<file path="config.mk">
export PLATFORM = sky130hd
export DESIGN_NAME = picoview_regbank
export DESIGN_NICKNAME = d
export VERILOG_FILES = /design/src/rtl/picoview_regbank.sv
export SDC_FILE = /design/constraint.sdc
export NUM_CORES = 1
export LEC_CHECK = 0
export BUFFER_PORTS_ARGS = -buffer_cell sky130_fd_sc_hd__clkbuf_2
export CORE_MARGIN = 2
export CORE_UTILIZATION = 25
export CTS_BUF_LIST = sky130_fd_sc_hd__clkbuf_16
export CTS_CLUSTER_SIZE = 12
export DETAILED_ROUTE_END_ITERATION = 8
export RECOVER_POWER = 25
export SLEW_MARGIN = 5
export SYNTH_ARGS = -nofsm -noshare
export SYNTH_HDL_FRONTEND = slang
export SYNTH_SLANG_ARGS = --single-unit
</file>
<file path="constraint.sdc">
create_clock -name clk -period 7.6 [get_ports clk]
set_clock_uncertainty 0.15 [all_clocks]
set_input_delay 2.28 -clock clk [delete_from_list [all_inputs] [get_ports clk]]
set_output_delay 2.28 -clock clk [all_outputs]
set_load 0.02 [all_outputs]
</file>
<file path="src/rtl/picoview_regbank.sv">
// picoview_regbank: SPI-facing register bank between simple_spi and a sampling core.
//
// Address map
//   0            CONTROL/STATUS  read {ovf, done, core_running, 0}; write bit0 run,
//                                bit1 abort, bit2 W1C done, bit3 W1C ovf
//   1            RESULT          read-only capture of result_in
//   2..NUM_REGS-1                plain R/W configuration, exported on cfg_flat
//   >= NUM_REGS                  read 0, writes ignored
//
// Ports
//   clk, rst_n                   clock, asynchronous active-low reset
//   cmd_valid, cmd               command strobe; cmd = {write, auto_inc, addr}
//   word_valid, wdata            data word strobe and received word
//   rdata                        word to shift out on the next transfer
//   run_pulse, abort_pulse       one-cycle requests to the core
//   core_running                 core busy level
//   result_valid, result_in      result capture strobe and data
//   cfg_flat                     general registers, reg k at [(k-2)*DATA_WIDTH +: DATA_WIDTH]
module picoview_regbank #(
    parameter int unsigned DATA_WIDTH = 32,
    parameter int unsigned NUM_REGS   = 8,
    parameter int unsigned ADDR_WIDTH = 6
) (
    input  logic                             clk,
    input  logic                             rst_n,
    input  logic                             cmd_valid,
    input  logic [ADDR_WIDTH+1:0]            cmd,
    input  logic                             word_valid,
    input  logic [DATA_WIDTH-1:0]            wdata,
    output logic [DATA_WIDTH-1:0]            rdata,
    output logic                             run_pulse,
    output logic                             abort_pulse,
    input  logic                             core_running,
    input  logic                             result_valid,
    input  logic [DATA_WIDTH-1:0]            result_in,
    output logic [(NUM_REGS-2)*DATA_WIDTH-1:0] cfg_flat
);

    localparam int unsigned NCFG = NUM_REGS - 2;

    logic [ADDR_WIDTH-1:0] cur_addr;
    logic                  wr_flag;
    logic                  ai_flag;
    logic [DATA_WIDTH-1:0] result_reg;
    logic                  done;
    logic                  ovf;
    logic [DATA_WIDTH-1:0] cfg     [NCFG];
    logic [DATA_WIDTH-1:0] cfg_nxt [NCFG];

    logic                  cmd_wr;
    logic                  cmd_ai;
    logic [ADDR_WIDTH-1:0] cmd_addr;
    logic                  word_en;
    logic                  wr_en;
    logic                  ctrl_wr;
    logic                  run_req;
    logic                  abort_req;
    logic                  clr_done;
    logic                  clr_ovf;
    logic [ADDR_WIDTH-1:0] next_addr;
    logic [DATA_WIDTH-1:0] status_word;
    logic [DATA_WIDTH-1:0] cmd_rd;
    logic [DATA_WIDTH-1:0] rl_rd;

    assign cmd_wr   = cmd[ADDR_WIDTH+1];
    assign cmd_ai   = cmd[ADDR_WIDTH];
    assign cmd_addr = cmd[ADDR_WIDTH-1:0];

    // A command in the same cycle as a word takes priority; the word is lost.
    assign word_en   = word_valid & ~cmd_valid;
    assign wr_en     = word_en & wr_flag;
    assign ctrl_wr   = wr_en & (cur_addr == '0);
    // Abort written together with run suppresses the run.
    assign run_req   = ctrl_wr & wdata[0] & ~wdata[1] & ~core_running;
    assign abort_req = ctrl_wr & wdata[1];
    assign clr_done  = (ctrl_wr & wdata[2]) | run_req;
    assign clr_ovf   = (ctrl_wr & wdata[3]) | run_req;
    assign next_addr = ai_flag ? cur_addr + ADDR_WIDTH'(1) : cur_addr;

    always_comb begin
        status_word      = '0;
        status_word[3:0] = {ovf, done, core_running, 1'b0};
    end

    always_comb begin
        cfg_nxt = cfg;
        for (int unsigned j = 0; j < NCFG; j++) begin
            if (wr_en && cur_addr == ADDR_WIDTH'(j + 2)) begin
                cfg_nxt[j] = wdata;
            end
        end
    end

    // Command reads see current state; the post-word reload reads the config
    // registers through cfg_nxt so a same-cycle write is returned.
    always_comb begin
        cmd_rd = '0;
        rl_rd  = '0;
        if (cmd_addr == '0) begin
            cmd_rd = status_word;
        end else if (cmd_addr == ADDR_WIDTH'(1)) begin
            cmd_rd = result_reg;
        end
        if (next_addr == '0) begin
            rl_rd = status_word;
        end else if (next_addr == ADDR_WIDTH'(1)) begin
            rl_rd = result_reg;
        end
        for (int unsigned j = 0; j < NCFG; j++) begin
            if (cmd_addr == ADDR_WIDTH'(j + 2)) begin
                cmd_rd = cfg[j];
            end
            if (next_addr == ADDR_WIDTH'(j + 2)) begin
                rl_rd = cfg_nxt[j];
            end
        end
    end

    always_ff @(posedge clk or negedge rst_n) begin
        if (!rst_n) begin
            cur_addr    <= '0;
            wr_flag     <= 1'b0;
            ai_flag     <= 1'b0;
            rdata       <= '0;
            run_pulse   <= 1'b0;
            abort_pulse <= 1'b0;
            result_reg  <= '0;
            done        <= 1'b0;
            ovf         <= 1'b0;
            for (int unsigned j = 0; j < NCFG; j++) begin
                cfg[j] <= '0;
            end
        end else begin
            if (cmd_valid) begin
                cur_addr <= cmd_addr;
                wr_flag  <= cmd_wr;
                ai_flag  <= cmd_ai;
                rdata    <= cmd_rd;
            end else if (word_en) begin
                cur_addr <= next_addr;
                rdata    <= rl_rd;
            end
            cfg         <= cfg_nxt;
            run_pulse   <= run_req;
            abort_pulse <= abort_req;
            if (result_valid) begin
                result_reg <= result_in;
            end
            // A new result outranks a same-cycle clear.
            if (result_valid) begin
                done <= 1'b1;
            end else if (clr_done) begin
                done <= 1'b0;
            end
            if (result_valid && done) begin
                ovf <= 1'b1;
            end else if (clr_ovf) begin
                ovf <= 1'b0;
            end
        end
    end

    for (genvar g = 0; g < NCFG; g++) begin : g_flat
        assign cfg_flat[g*DATA_WIDTH +: DATA_WIDTH] = cfg[g];
    end

endmodule
</file>
==> results of run 1 <==
layer usage:
metal / vias to the layer above / track usage, %
met2: 742 / 32.2
met4: 0 / 10.2
met3: 141 / 4.67
li1: 5121 / -
met1: 6291 / 28.2
met5: - / 0
cells in the mapped netlist (all sizes together) (8+ instances only):
| cell | count |
|---|---|
| nor2 | 45 |
| nand3 | 13 |
| dfrtp | 268 |
| a221oi | 28 |
| buf | 48 |
| a32o | 25 |
| a221o | 27 |
| nand2 | 79 |
| o21ai | 58 |
| o211ai | 10 |
| nor2b | 10 |
| a31oi | 11 |
| a222oi | 8 |
| a22o | 21 |
| nor3 | 42 |
| clkbuf | 48 |
| o22ai | 43 |
| a211oi | 13 |
| mux2i | 30 |
| a21oi | 21 |
| mux2 | 222 |
| a22oi | 22 |
through the flow:
| stage | hold WS (ns) | setup slack, ns | std cells |
|---|---|---|---|
| 3_5_place_dp | 0.349 | 2.17 | 2116 |
| 4_1_cts | 0.367 | 2.73 | 2174 |
| 2_1_floorplan | 0.334 | 3.16 | 1189 |
| 5_1_grt | 0.394 | 1.86 | 2175 |
| 6_report | 0.368 | 2.11 | 2175 |
| 3_3_place_gp | 0.350 | 2.25 | 2116 |
how the worst min path moves through the flow:
| stage | from | endpoint | cells after the start |
|---|---|---|---|
| 2_1_floorplan | ovf | ovf | 1 |
| 3_3_place_gp | rdata[29] | rdata[29] | 1 |
| 3_5_place_dp | rdata[27] | rdata[27] | 1 |
| 4_1_cts | rdata[27] | rdata[27] | 1 |
| 5_1_grt | rdata[10] | rdata[10] | 1 |
| 6_report | rdata[27] | rdata[27] | 1 |
final cells by class:
class	instances	area, um^2
Sequential cell	268	6710
Clock inverter	23	165
Antenna cell	1	2.50
Fill cell	5542	37000
Clock buffer	35	876
Timing Repair Buffer	327	1710
Tap cell	696	871
Inverter	4	15.0
Multi-Input combinational cell	821	6650
power by group through the flow:
stage | registers (uW) | clock network (uW) | logic [uW]
after CTS | 1740 | 1600 | 854
final | 1740 | 1570 | 852
after global placement | 1760 | 0 | 838
after global routing | 1760 | 1650 | 909
after floorplan | 1860 | 0 | 347
after detailed placement | 1760 | 0 | 851
worst register-to-register path, stage by stage (launching register included):
cell      delay (ns)
dfrtp_1         0.77
clkinv_1        0.47
ha_1            0.56
and2_1          0.33
a21o_2          0.77
nand2_2         0.80
o22ai_1         0.33
nor3_1          0.08
a221o_1         0.34
cell families after synthesis:
| kind of cell | count (synthesis) | share of synthesized area, % |
|---|---|---|
| AO/OA/AOI/OAI | 317 | 17.2 |
| buffers and inverters | 100 | 3.28 |
| multiplexers | 254 | 20.8 |
| adder cells (fa/ha/maj) | 4 | 0.365 |
| XOR/XNOR | 5 | 0.319 |
| AND/OR/NAND/NOR | 241 | 9.17 |
| flip-flops | 268 | 48.9 |
layout by cell type (no fill, tap or decap), drive strengths merged, types with 21 or more instances in the layout:
cell	count
buf	24
nor3	42
o21ai	58
a221o	27
a22oi	22
dfrtp	268
mux2i	30
a221oi	28
a21oi	21
o22ai	43
a32o	25
a22o	21
nand2	79
nor2	45
mux2	222
clkbuf	338
==> reports/metrics.cfg, run 1 <==
[outcome]
outcome = complete, but fails checks
violations = max-capacitance violations, max-slew violations

[drt]
highest_layer = met4
routedWlPerCell_um = 27.9
met1Wirelength_um = 25500
drt-total-wl_um = 60800
drt_iter0_markers = 1329
drc = 0
wl_met2_um = 27300
final_antenna_net_count = 0
first_pass_iters = 5
num_vias = 12300
wl_met3_um = 5360
vias_per_cell = 5.65

[clock_tree]
post-cts-setup-buffers = 0
cts_tree = done
cts-resized-gates = 0
cts_made_buffers = 34
postCtsHoldBufs = 0
cts_buffer_depth = 3
htreeDepth = 2
clk_pin_slew_worst_paths_ns = 0.06
clock-sinks = 268
clkLatencyLatePin_ns = 0.54
cts-root-buf = clkbuf_16

[critical_path]
cpLargestDelayFamily = buffers and inverters
r2r-end = rdata[29]
critPathSlowestCell = clkbuf_1
cp_num_cells = 9
crit_start = word_valid
crit_path_end_kind = register
r2r-start = cur_addr[0]
cp.required_ns = 7.85
path_common_cell = nor3_1
crit_path_end = rdata[0]
path_class = in -> reg
rr_worst_depth = 8
worst-r2r-setup-slack_ns = 2.88
crit_arrival_ns = 5.74
path_max_fanout = 32
max_stage_delay_ns = 0.84
crit_chain = clkbuf_1 -> nand3b_1 -> nor3_4 -> buf_4 -> mux2_2 -> a32o_1 -> nor3_1 -> nor3_1 -> a221o_1
worstSetupStartpointType = primary input
cp_num_buf_inv = 2

[logic_synthesis]
synth-seq-cells = 268
synth_ff_type = dfrtp_1
synth_top_cell_area_share_pct = 48.9
synthDistinctLibCells = 67
syn_area_per_cell_um2 = 11.5
synth-async-reset-ratio_pct = 100
syn-num-nets = 1271
ys_seq_area_share_pct = 48.9
synth_edf_count = 0
yosys_warnings = 0
synthCells = 1189
netlist_area_um2 = 13700
yosysTopAreaCell = dfrtp_1
synth.area.top_cells = dfrtp_1 (49%), mux2_2 (17%), mux2i_1 (2.2%)

[job]
maxCapViolCount = 2

[power_and_ir_drop]
power.leakage_uw = 0.00816
seqPwrFrac_pct = 41.9
p_clk_share_pct = 37.6
total_power_uw = 4160
powerDensity_nw_per_um2 = 245
ir_drop_mv = 0.119
comb_power_share_pct = 20.5
p_sw_uw = 1390
internal_power_uw = 2770
swShare_pct = 33.4

[timing]
fin_crit_ns = 5.49
finalMaxSlewViolations = 153
rsz0062_at_grt = false
worstMarginPinSlew_ns = 3.21
setup_tns_ns = 0
slew_headroom_pct = -114
fmax_mhz = 182
min_period_over_period_pct = 72.2
hold_violations = 0
setup_violations = 0

[global_route]
antenna_found_initial = 2
grt_max_degree = 119
grt_pass1_vias = 12300
grt_pass1_wl_um = 87100
grt_use_total_pct = 21.1
grt_overflow = 0

[floorplan]
num_rows = 85
start_util_pct = 25.4
die_x_um = 238
io_pins = 304
die-area_um2 = 56700
die_h_um = 238
core_um2 = 54000

[placement]
placed_area_um2 = 16000
place_hpwl_um = 40100
gp_congestion = 0.872
port-buffer-count = 303

[layout]
finalInstanceArea_um2 = 17000
syn_to_final_growth_pct = 23.9
largest_register_ff_count = 192
utilization_pct = 31.4
layout-drive-gt1-share_pct = 41.1
final_nets = 1538

[hold_path]
hold_class = reg -> reg

Note: power is estimated with default switching activity, not from simulation.
==> run 2, diff against run 1 <==
clock period = 5.7 ns   (was 7.6 ns; I/O delays follow)
==> run 2 against run 1 <==
The flow still finishes with violations (max-capacitance violations, max-slew violations). Highest routed layer unchanged. Critical path depth unchanged. Sequential share of layout area down 0.37 points. Die area unchanged. Global-route usage shrank 0.38 points. Routed wire length shrank 1.4%. First-iteration DRC count decreased by 25%. Final area grew 0.95%. Register-to-register slack got worse by 1.4 ns. Clock power increased by 33%. Sequential power increased by 33%. Combinational power is 35% higher. Cell count rose by 0.87%.
==> reports/metrics.cfg, run 2 (synthesized netlist as in run 1, its figures left out) <==
[outcome]
outcome = complete, but fails checks  ; unchanged
violations = max-capacitance violations, max-slew violations  ; unchanged

[critical_path]
path_max_fanout = 19  ; was 32
crit_path_end_kind = register  ; unchanged
crit_chain = clkbuf_2 -> clkbuf_1 -> and4b_1 -> and3_2 -> buf_4 -> mux2_2 -> o22ai_1 -> nor3_1 -> a221o_1  ; was clkbuf_1 -> nand3b_1 -> nor3_4 -> buf_4 -> mux2_2 -> a32o_1 -> nor3_1 -> nor3_1 -> a221o_1
max_stage_delay_ns = 0.71  ; was 0.84 ns
cp_num_buf_inv = 3  ; was 2
crit_arrival_ns = 4.96  ; was 5.74 ns
worstSetupStartpointType = primary input  ; unchanged
critPathSlowestCell = clkbuf_1  ; unchanged
cpLargestDelayFamily = buffers and inverters  ; unchanged
path_class = in -> reg  ; unchanged
cp.required_ns = 5.96  ; was 7.85 ns
cp_num_cells = 9  ; unchanged
rr_worst_depth = 10  ; was 8

[clock_tree]
clock-sinks = 268  ; unchanged
clkLatencyLatePin_ns = 0.54  ; about the same
cts_tree = done  ; unchanged
postCtsHoldBufs = 0  ; unchanged
cts-resized-gates = 0  ; unchanged
htreeDepth = 2  ; unchanged
cts_buffer_depth = 3  ; unchanged
clk_pin_slew_worst_paths_ns = 0.06  ; about the same
post-cts-setup-buffers = 0  ; unchanged
cts_made_buffers = 35  ; was 34
cts-root-buf = clkbuf_16  ; unchanged

[layout]
syn_to_final_growth_pct = 25.1  ; was 23.9%
final_cell_mix = clkbuf_2 (300), dfrtp_1 (268), mux2_2 (206)  ; unchanged
layout_commonest_cell = clkbuf_2  ; unchanged
largest_register_ff_count = 192  ; unchanged
fill_cells = 5530  ; was 5542
final_nets = 1555  ; was 1538
layout-drive-gt1-share_pct = 41.8  ; was 41.1%

[floorplan]
die_h_um = 238  ; unchanged
core_um2 = 54000  ; unchanged
start_util_pct = 25.4  ; unchanged
die-area_um2 = 56700  ; unchanged
io_pins = 304  ; unchanged
num_rows = 85  ; unchanged
die_x_um = 238  ; unchanged

[global_route]
grt_max_degree = 105  ; was 119
grt_overflow = 0  ; unchanged
grt_use_total_pct = 20.7  ; was 21.1%
grt_pass1_wl_um = 86300  ; was 87100 um
grt_pass1_vias = 12400  ; was 12300
antenna_found_initial = 2  ; unchanged

[hold_path]
hold_class = reg -> reg  ; unchanged
min_path_cells = 1  ; unchanged

[timing]
fin_crit_ns = 4.69
setup_violations = 0  ; unchanged
hold_violations = 0  ; unchanged
slew_headroom_pct = -99.8  ; was -114%
rsz0062_at_grt = false  ; unchanged
min_period_over_period_pct = 82.4
worstMarginPinSlew_ns = 3.00  ; was 3.21 ns
setup_tns_ns = 0  ; unchanged
fmax_mhz = 213
holdWs_ns = 0.371  ; was 0.368 ns
finalMaxSlewViolations = 149  ; was 153

[placement]
port-buffer-count = 303  ; unchanged
place_hpwl_um = 41100  ; was 40100 um
gp_congestion = 0.872  ; about the same

[drt]
first_pass_iters = 7  ; was 5
vias_per_cell = 5.57  ; was 5.65
drc = 0  ; unchanged
final_antenna_net_count = 0  ; unchanged
drt-total-wl_um = 59900  ; was 60800 um
routedWlPerCell_um = 27.3  ; was 27.9 um
drt_iter0_markers = 993  ; was 1329
num_vias = 12200  ; was 12300

[power_and_ir_drop]
powerDensity_nw_per_um2 = 323  ; was 245 nW/um^2
ir_drop_mv = 0.156  ; was 0.119 mV
power.leakage_uw = 0.00825  ; was 0.00816 uW

[job]
maxCapViolCount = 3  ; was 2

[run 2: per-layer routing]
metal | up-vias | share of wire (%) | global-route usage [%]
li1 | 5180 | - | -
met1 | 6247 | 41 | 26.8
met2 | 665 | 46 | 33.2
met3 | 121 | 8.8 | 5.23
met4 | 0 | 3.6 | 7.78
met5 | - | 0 | 0
[run 2: final timing paths]
path                              from              to  slack [ns]
max                         word_valid        rdata[4]        1.01
min                          rdata[27]       rdata[27]        0.37
max reg2reg                cur_addr[0]        rdata[9]        1.50
min reg2reg                  rdata[27]       rdata[27]        0.37
max in group asynchronous        rst_n   cfg_flat[110]        1.66
min in group asynchronous        rst_n  result_reg[31]        1.96
[run 2: where the power goes]
| group | internal [uW] | switching (uW) | total, uW |
|---|---|---|---|
| Sequential | 2100 | 205 | 2310 |
| Combinational | 398 | 749 | 1150 |
| Clock | 1200 | 888 | 2090 |
[run 2: metrics by stage]
step                instance area, um^2  total power [uW]  util (%)  setup slack, ns  instances
finish                            17200              5550      31.7             1.01       2194
global route                      17100              5780      31.7            0.888       2193
CTS                               17200              5610      31.8             1.55       2193
global placement                  16100              3460      29.8             1.12       2132
floorplan                         13700              2940         -             1.83       1189
detailed placement                16100              3490      29.8             1.07       2132
[run 2: final cells by class]
| class | instances | area, um^2 | area share, % |
|---|---|---|---|
| Sequential cell | 268 | 6710 | 39.1 |
| Multi-Input combinational cell | 821 | 6650 | 38.8 |
| Timing Repair Buffer | 343 | 1860 | 10.8 |
| Clock buffer | 35 | 876 | 5.11 |
| Tap cell | 696 | 871 | 5.08 |
| Clock inverter | 26 | 173 | 1.01 |
| Inverter | 4 | 15.0 | 0.0875 |
| Antenna cell | 1 | 2.50 | 0.0146 |
